$ cat src/rtl/player_shot_ctrl.sv
// Player cannon and bullet game state, updated once per video frame.
// Produces registered cannon/bullet coordinates for the pixel painter.
//
// Ports:
//   clk_i            pixel clock
//   reset_n_i        asynchronous active-low reset
//   frame_i          one-cycle strobe at the start of vertical blanking
//   left_i/right_i   synchronized direction button levels
//   shoot_i          synchronized shoot button level
//   hit_i            one-cycle collision pulse for the live bullet
//   player_x_o       cannon left edge
//   bullet_x_o       bullet column (one pixel wide)
//   bullet_y_o       bullet top row
//   bullet_active_o  bullet is in flight and should be drawn
//   shot_fired_o     one-cycle pulse in the first cycle of a flight
module player_shot_ctrl #(
    parameter int CORDW           = 10,
    parameter int SCREEN_W        = 640,
    parameter int PLAYER_W        = 14,
    parameter int PLAYER_Y        = 401,
    parameter int PLAYER_SPEED    = 2,
    parameter int BULLET_H        = 6,
    parameter int BULLET_SPEED    = 4,
    parameter int COOLDOWN_FRAMES = 8
) (
    input  logic             clk_i,
    input  logic             reset_n_i,
    input  logic             frame_i,
    input  logic             left_i,
    input  logic             right_i,
    input  logic             shoot_i,
    input  logic             hit_i,
    output logic [CORDW-1:0] player_x_o,
    output logic [CORDW-1:0] bullet_x_o,
    output logic [CORDW-1:0] bullet_y_o,
    output logic             bullet_active_o,
    output logic             shot_fired_o
);

    typedef enum logic [1:0] {
        IDLE,
        FLYING,
        COOLDOWN
    } state_t;

    localparam logic [CORDW-1:0] X_MAX  = CORDW'(SCREEN_W - PLAYER_W);
    localparam logic [CORDW-1:0] X_RST  = CORDW'((SCREEN_W - PLAYER_W) / 2);
    localparam logic [CORDW-1:0] X_STEP = CORDW'(PLAYER_SPEED);
    localparam logic [CORDW-1:0] B_OFF  = CORDW'(PLAYER_W / 2);
    localparam logic [CORDW-1:0] B_Y0   = CORDW'(PLAYER_Y - BULLET_H);
    localparam logic [CORDW-1:0] B_STEP = CORDW'(BULLET_SPEED);

    localparam int CNT_W = (COOLDOWN_FRAMES < 1) ? 1 : $clog2(COOLDOWN_FRAMES + 1);
    localparam logic [CNT_W-1:0] CNT_LOAD = CNT_W'(COOLDOWN_FRAMES);
    localparam logic [CNT_W-1:0] CNT_ONE  = CNT_W'(1);

    // With no cooldown a finished flight returns straight to IDLE.
    localparam state_t END_STATE = (COOLDOWN_FRAMES == 0) ? IDLE : COOLDOWN;

    state_t             state;
    logic [CNT_W-1:0]   cool_cnt;
    logic               shoot_pending;
    logic               shoot_prev;

    logic               shoot_edge;
    logic               shot_req;
    logic [CORDW-1:0]   x_next;

    // A press landing in the frame_i cycle itself still counts.
    always_comb begin
        shoot_edge = shoot_i & ~shoot_prev;
        shot_req   = shoot_pending | shoot_edge;
    end

    // Clamps compare before stepping so the unsigned value never wraps.
    always_comb begin
        x_next = player_x_o;
        if (left_i && !right_i) begin
            if (player_x_o >= X_STEP)
                x_next = player_x_o - X_STEP;
            else
                x_next = '0;
        end else if (right_i && !left_i) begin
            if (player_x_o <= X_MAX - X_STEP)
                x_next = player_x_o + X_STEP;
            else
                x_next = X_MAX;
        end
    end

    always_ff @(posedge clk_i or negedge reset_n_i) begin
        if (!reset_n_i) begin
            state           <= IDLE;
            cool_cnt        <= '0;
            shoot_pending   <= 1'b0;
            shoot_prev      <= 1'b0;
            player_x_o      <= X_RST;
            bullet_x_o      <= '0;
            bullet_y_o      <= '0;
            bullet_active_o <= 1'b0;
            shot_fired_o    <= 1'b0;
        end else begin
            shoot_prev   <= shoot_i;
            shot_fired_o <= 1'b0;

            // Requests live for one frame only; no queuing across frames.
            if (frame_i)
                shoot_pending <= 1'b0;
            else if (shoot_edge)
                shoot_pending <= 1'b1;

            if (frame_i)
                player_x_o <= x_next;

            unique case (state)
                IDLE: begin
                    if (frame_i && shot_req) begin
                        state           <= FLYING;
                        bullet_active_o <= 1'b1;
                        shot_fired_o    <= 1'b1;
                        // Launch from the cannon position before this frame's move.
                        bullet_x_o      <= player_x_o + B_OFF;
                        bullet_y_o      <= B_Y0;
                    end
                end
                FLYING: begin
                    // A hit ends the flight immediately, ahead of any frame step.
                    if (hit_i) begin
                        state           <= END_STATE;
                        bullet_active_o <= 1'b0;
                        cool_cnt        <= CNT_LOAD;
                    end else if (frame_i) begin
                        if (bullet_y_o < B_STEP) begin
                            state           <= END_STATE;
                            bullet_active_o <= 1'b0;
                            cool_cnt        <= CNT_LOAD;
                        end else begin
                            bullet_y_o <= bullet_y_o - B_STEP;
                        end
                    end
                end
                COOLDOWN: begin
                    if (frame_i) begin
                        if (cool_cnt <= CNT_ONE) begin
                            state    <= IDLE;
                            cool_cnt <= '0;
                        end else begin
                            cool_cnt <= cool_cnt - CNT_ONE;
                        end
                    end
                end
                default: begin
                    state           <= IDLE;
                    bullet_active_o <= 1'b0;
                end
            endcase
        end
    end

endmodule

$ cat config.mk
export PLATFORM = sky130hd
export DESIGN_NAME = player_shot_ctrl
export DESIGN_NICKNAME = d
export VERILOG_FILES = /design/src/rtl/player_shot_ctrl.sv
export SDC_FILE = /design/constraint.sdc
export NUM_CORES = 1
export LEC_CHECK = 0
export CAP_MARGIN = 20
export CORE_MARGIN = 2
export CORE_UTILIZATION = 40
export CTS_CLUSTER_SIZE = 30
export DETAILED_ROUTE_END_ITERATION = 6
export PLACE_DENSITY = 0.71
export SLEW_MARGIN = 20
export SYNTH_ARGS = -nofsm -noshare
export SYNTH_HDL_FRONTEND = slang
export SYNTH_SLANG_ARGS = --single-unit
$ cat constraint.sdc
create_clock -name clk_i -period 2.6 [get_ports clk_i]
set_clock_uncertainty 0.1 [all_clocks]
set_input_delay 0.52 -clock clk_i [delete_from_list [all_inputs] [get_ports clk_i]]
set_output_delay 0.52 -clock clk_i [all_outputs]
set_load 0.03 [all_outputs]
==> results by group, run 1 <==
Placement
  • PortBufs: 38
  • Placed Area: 0.002912 mm^2
  • Dpl hpwl: 4.138 mm
  • Placer congestion estimate: between 0.9 and 1
  • Setup WS pre-CTS: 0.2206 ns

Global route
  • Initial antenna violation count: 0
  • Largest net degree at the start of global routing: 40
  • Vias in the first global route: ~2000
  • GRT Total Usage: a little under a fifth
  • Global-route wire length before repair: 9.418 mm
  • Grt total ovfl: 0

Floorplanning
  • Die Width: 82.58 um
  • Row count: 28
  • IO Count: 39
  • Core area: 0.005956 mm^2
  • Die area: 0.006819 mm^2
  • Initial core utilization: 41.47%
  • Die height: 82.58 um

Timing
  • Final worst path period share: 91.69%
  • Endpoints failing setup: 0
  • Slew Viols, Final: 0
  • Worst-margin pin slew: 0.8751 ns
  • RSZ-0062 raised after global routing: false
  • Setup TNS Final: 0 ns
  • F_max: 0.4195 GHz
  • Hold Fails Final Rpt: 0
  • Max_slew headroom: 41.66%
  • Final worst slack: 0.2160 ns
  • Minimum clock period: 2.384 ns

Pwr
  • Register share of total power: 35.0%
  • Combinational Power Share: 52.6%
  • Worst VDD drop: 0.0006531 V
  • Net Sw Frac: 46.87%
  • Net Switching: 1.596 mW
  • Clk pwr share: 12.4%
  • Int Pwr: between 1.5 and 2 mW
  • PwrDens: 1136 mW/mm^2
  • Leakage: 1.227 nW

Worst setup path
  • Worst path cell trace: clkdlybuf4s50_1
  • CP max stage delay: 0.74 ns
  • Crit path max fanout: 15
  • Slowest-stage cell, CP: clkdlybuf4s50_1
  • Worst Path Required: 1.98 ns
  • Top delay family on crit path: buffers and inverters
  • Arr. time, crit path: 1.76 ns
  • Setup CP Type: reg2out
  • Startpoint Class: register
  • Buf/Inv on CP: 1
  • Crit end category: output port

Clocking
  • Worst-skew pair later-pin latency: 0.30 ns
  • Clk sinks: 39
  • CTS tree: built
  • Root Driver: clkbuf_8
  • CTS Buf Count: 5
  • H-tree levels: 2
  • # hold bufs at CTS: 0
  • # resized after CTS: 0
  • CTS max path bufs: 2
  • Post-CTS Setup Inserts: 0
  • CTS clk-pin slew, worst paths: approximately 0.080 ns

Drt
  • DR iter-0 viols: 136
  • DRT Pass-1 Iters: 4
  • DR vias: 2111
  • DRC Markers: 0
  • Wire per inst: 15.12 um
  • Post-DR vias/cell: 5.644
  • Antenna Violating Nets Remaining: 0
  • Drt total wl: 5.655 mm

Synth
  • Syn. warnings: 0
  • Post-synth EDFFs: 0
  • Post-synthesis sequential area ratio: 39.77%
  • #FFs+latches synth: 39
  • Post-synthesis cell type count: 63
  • Synth Cell Area: 0.002470 mm^2
  • Synth Flop Type: dfrtp_1
  • Synth top area share: 34.45%
  • Post-Syn Area per Cell: 9.536 um^2
  • Synth top cells by count: dfrtp_1 (34), nand2_1 (21), o21ai_0 (20)
  • Post-Synthesis Cells: 259
  • Area contributors post-synth: dfrtp_1 (34%), dfstp_2 (5.3%), ha_1 (4.6%)
  • Asr flop ratio synth: 100.0%
  • Post-synth top area cell: dfrtp_1
  • Most frequent cell after synthesis: dfrtp_1
  • Synthesized net count: between 200 and 300

Finish
  • Antenna Cells: 0
  • Nets: ~310
  • P&R area growth vs syn: 21.33%
  • Fraction of layout cells with a size suffix above 1: 14.05%
  • Storage element area: 982.2 um^2
  • Layout fillers: 559
  • Area of the multi-input gates: 0.001340 mm^2
  • Final Cell Area: 0.002997 mm^2

Min path
  • Min-delay worst type: in2async

Run
  • Max cap viols: 0

Status
  • Run status: finished clean
final timing paths:
| check | end | slack [ns] | cells past startpoint | from |
|---|---|---|---|---|
| min in group clk_i | bullet_x_o[1]$_DFFE_PN0P_ | 0.39 | 2 | bullet_x_o[1]$_DFFE_PN0P_ |
| max in group asynchronous | bullet_y_o[9]$_DFFE_PN0P_ | 1.62 | 1 | reset_n_i |
| setup reg to reg | player_x_o[6]$_DFFE_PN0P_ | 0.31 | 6 | player_x_o[1]$_DFFE_PN0P_ |
| hold reg to reg | bullet_x_o[1]$_DFFE_PN0P_ | 0.39 | 2 | bullet_x_o[1]$_DFFE_PN0P_ |
| setup / recovery | player_x_o[5] | 0.22 | 1 | player_x_o[5]$_DFFE_PN1P_ |
| hold / removal | bullet_y_o[5]$_DFFE_PN0P_ | 0.23 | 1 | reset_n_i |
cell type report:
cell class,instances,area share (%)
multi-input cells,190,44.72
flip-flops and latches,39,32.78
repair buffers,46,14.53
well taps,75,3.132
clock buffers,6,2.422
inverters,16,2.004
clock inverters,2,0.4175
metrics by stage:
stage	total power, mW	util, %	std cells	hold WS [ns]
2_1_floorplan	2.402	-	259	0.1244
3_3_place_gp	2.970	48.89	366	0.3681
3_5_place_dp	3.000	48.89	366	0.3800
4_1_cts	3.425	50.32	374	0.2731
5_1_grt	3.652	50.32	374	0.3099
6_report	3.405	50.32	374	0.2307
state kept, by name (all words and copies together) (netlist names):
signal and count:
bullet_active_o 1, shot_fired_o 1, bullet_x_o 10, bullet_y_o 9, state 2, player_x_o 10, shoot_pending 1, shoot_prev 1
cool_cnt 4
power by group through the flow:
stage | Clock [mW] | Sequential (mW) | Combinational, mW
2_1_floorplan | 0 | 1.39 | 1.01
3_3_place_gp | 0 | 1.20 | 1.77
3_5_place_dp | 0 | 1.21 | 1.79
4_1_cts | 0.430 | 1.19 | 1.80
5_1_grt | 0.459 | 1.24 | 1.95
6_report | 0.421 | 1.19 | 1.79
cells by family (layout without fill, tap and decap cells):
| logic type | Yosys count | after routing | synth area share (%) |
|---|---|---|---|
| adder cells (fa/ha/maj) | 9 | 9 | 4.559 |
| AND/OR/NAND/NOR | 95 | 95 | 24.32 |
| multiplexers | 3 | 3 | 1.418 |
| AO/OA/AOI/OAI | 69 | 69 | 19.00 |
| flip-flops | 39 | 39 | 39.77 |
| XOR/XNOR | 14 | 14 | 4.965 |
| buffers and inverters | 30 | 70 | 5.977 |
per-layer routing:
metal  wire (um)  global-route usage [%]
met5           0                       0
met4         154                   8.033
met3         339                   4.239
met2        2607                   27.74
met1        2554                   24.01
layout by cell type (no fill, tap or decap), drive strengths merged, types with 6 or more instances in the layout:
master and count:
nor3 14, a21oi 11, nand4 8, clkdlybuf4s50 37, xnor2 9, buf 9
nor2 13, clkbuf 6, ha 9, nand2 21, nand2b 6, nor3b 6
nand3 6, inv 15, dfrtp 34, o21ai 24
(Power assumes the default switching activity.)
==> run 2: changes to the inputs <==
CELL_PAD_IN_SITES_DETAIL_PLACEMENT = 0   (was not set)
CELL_PAD_IN_SITES_GLOBAL_PLACEMENT = 2   (was not set)
CORE_UTILIZATION = 33   (was 40)
PLACE_DENSITY = 0.88   (was 0.71)
==> run 2 against run 1 <==
Worst hold slack got worse by 0.13 ns. Final area grew 2.3%. Power increased by 1.2%. First-iteration DRC count shrank 43%. Final cell count grew 7.5%. Sequential share of layout area is 0.75 points lower. Highest routed layer unchanged. Clock power barely moved. Fmax is 2.0% higher. Core utilization shrank 8.0 points.
==> results by group, run 2 (same netlist as run 1, synthesis figures left out) <==
Pwr
  • PwrDens: 1124 mW/mm^2 (-1.1%)
  • Leakage: 1.257 nW (+2.4%)
  • Worst VDD drop: 0.0004937 V (-24%)

Placement
  • Dpl hpwl: 4.482 mm (+8.3%)
  • Placer congestion estimate: 0.8619 (-9.2%)
  • Placed Area: 0.002979 mm^2 (+2.3%)
  • Placed cells: 395 (+7.9%)
  • PortBufs: 38 (unchanged)

Clocking
  • Root Driver: clkbuf_8
  • CTS max path bufs: 2 (unchanged)
  • Post-CTS Setup Inserts: 0 (unchanged)
  • # resized after CTS: 0 (unchanged)
  • # hold bufs at CTS: 0 (unchanged)
  • Clk sinks: 39 (unchanged)
  • CTS clk-pin slew, worst paths: 0.08 ns (about the same)
  • Worst-skew pair later-pin latency: 0.29 ns (about the same)
  • CTS Buf Count: 5 (unchanged)
  • H-tree levels: 2 (unchanged)
  • CTS tree: built

Timing
  • Worst-margin pin slew: 0.5155 ns (-0.3596 ns)
  • Max_slew headroom: 65.63% (+24 points)
  • RSZ-0062 raised after global routing: false
  • F_max: 0.4279 GHz (+2.0%)
  • Setup TNS Final: 0 ns (unchanged)
  • Endpoints failing setup: 0 (unchanged)
  • Hold Fails Final Rpt: 0 (unchanged)
  • Minimum clock period: 2.337 ns (-0.04701 ns)
  • Slew Viols, Final: 0 (unchanged)
  • Final worst path period share: 89.89% (-1.8 points)

Worst setup path
  • Crit path from: player_x_o[4]$_DFFE_PN1P_
  • Buf/Inv on CP: 1 (unchanged)
  • Arr. time, crit path: 1.72 ns (-0.04 ns)
  • R2R Path Start: player_x_o[1]$_DFFE_PN0P_
  • Setup CP Type: reg2out
  • Crit end category: output port
  • Slowest-stage cell, CP: clkdlybuf4s50_1
  • CP max stage delay: 0.73 ns (about the same)
  • Top delay family on crit path: buffers and inverters
  • Worst path cell trace: clkdlybuf4s50_1
  • Startpoint Class: register
  • Crit path max fanout: 12 (-3)
  • Worst Path Required: 1.98 ns (about the same)

Drt
  • Post-DR vias/cell: 5.127 (-9.2%)
  • Drt total wl: 6.075 mm (+7.4%)
  • DR vias: 2061 (-2.4%)
  • DR iter-0 viols: 77 (-43%)
  • Wire per inst: 15.11 um (about the same)
  • Antenna Violating Nets Remaining: 0 (unchanged)
  • DRC Markers: 0 (unchanged)
  • DRT Pass-1 Iters: 4 (unchanged)

Finish
  • Finished Layout Cells: 402 (+7.5%)
  • Most common cell after layout, fill and taps aside: clkdlybuf4s50_1
  • Final Cell Area: 0.003067 mm^2 (+2.3%)
  • Fraction of layout cells with a size suffix above 1: 15.51% (+1.5 points)
  • Nets: 319 (+1.6%)
  • P&R area growth vs syn: 24.16%
  • Largest regs: bullet_x_o (10), player_x_o (10), bullet_y_o (9)
  • Layout fillers: 724 (+30%)
  • Most frequent cells in the layout: clkdlybuf4s50_1 (37), dfrtp_1 (34), nand2_1 (21), o21ai_0 (20), inv_1 (15)
  • Antenna Cells: 0 (unchanged)

Global route
  • Initial antenna violation count: 0 (unchanged)
  • Grt total ovfl: 0 (unchanged)
  • GRT Total Usage: 15.78% (-2.2 points)
  • Vias in the first global route: 2113 (+4.8%)
  • Largest net degree at the start of global routing: 24 (-40%)
  • Global-route wire length before repair: 10.56 mm (+12%)

Floorplanning
  • Core area: 0.007253 mm^2 (+22%)
  • Die Width: 90.51 um (+9.6%)
  • Die height: 90.51 um (+9.6%)
  • IO Count: 39 (unchanged)
  • Row count: 31 (+11%)
  • Initial core utilization: 34.05% (-7.4 points)
  • Die area: 0.008192 mm^2 (+20%)

Min path
  • Min-delay worst type: in2async

Run
  • Max cap viols: 0 (unchanged)

Status
  • Run status: finished clean
[run 2: worst paths after layout]
| check | endpoint | slack (ns) | cells after the start |
|---|---|---|---|
| min in group clk_i | bullet_active_o$_DFFE_PN0P_ | 0.38 | 1 |
| min reg2reg | bullet_active_o$_DFFE_PN0P_ | 0.38 | 1 |
| max in group asynchronous | player_x_o[5]$_DFFE_PN1P_ | 1.57 | 2 |
| max reg2reg | player_x_o[3]$_DFFE_PN1P_ | 0.40 | 6 |
| max | player_x_o[4] | 0.26 | 1 |
| min | bullet_active_o$_DFFE_PN0P_ | 0.1 | 1 |
[run 2: layer usage]
metal  vias to the layer above  part of all wire [%]  GRT usage [%]
li1                       1025                     -              -
met1                       973                    47          20.89
met2                        55                    48          26.06
met3                         8                   4.0          2.922
met4                         0                   1.2          5.000
met5                         -                     0              0
[run 2: cell type report]
| cell class | count | area (um^2) | share of cell area, % |
|---|---|---|---|
| Clock buffer | 6 | 82.58 | 2.693 |
| Multi-Input combinational cell | 190 | 1340 | 43.70 |
| Sequential cell | 39 | 982.2 | 32.03 |
| Inverter | 16 | 60.06 | 1.958 |
| Timing Repair Buffer | 51 | 473.0 | 15.42 |
| Tap cell | 99 | 123.9 | 4.039 |
| Clock inverter | 1 | 5.005 | 0.1632 |
[run 2: metrics by stage]
stage	setup slack, ns	total power, mW	utilization [%]	hold slack, ns
6_report	0.2630	3.447	42.28	0.09923
5_1_grt	0.2209	3.708	42.28	0.1279
4_1_cts	0.2609	3.481	42.28	0.1080
3_5_place_dp	0.2069	3.046	41.07	0.3650
3_3_place_gp	0.2502	3.032	41.07	0.3591
2_1_floorplan	0.5016	2.402	-	0.1244
[run 2: power by group]
part	leakage (nW)	total, mW	internal, mW	switching, mW
combinational	0.749	1.85	0.798	1.05
clock	0.0470	0.423	0.209	0.214
sequential	0.461	1.18	0.844	0.334
total	1.26	3.45	1.85	1.60
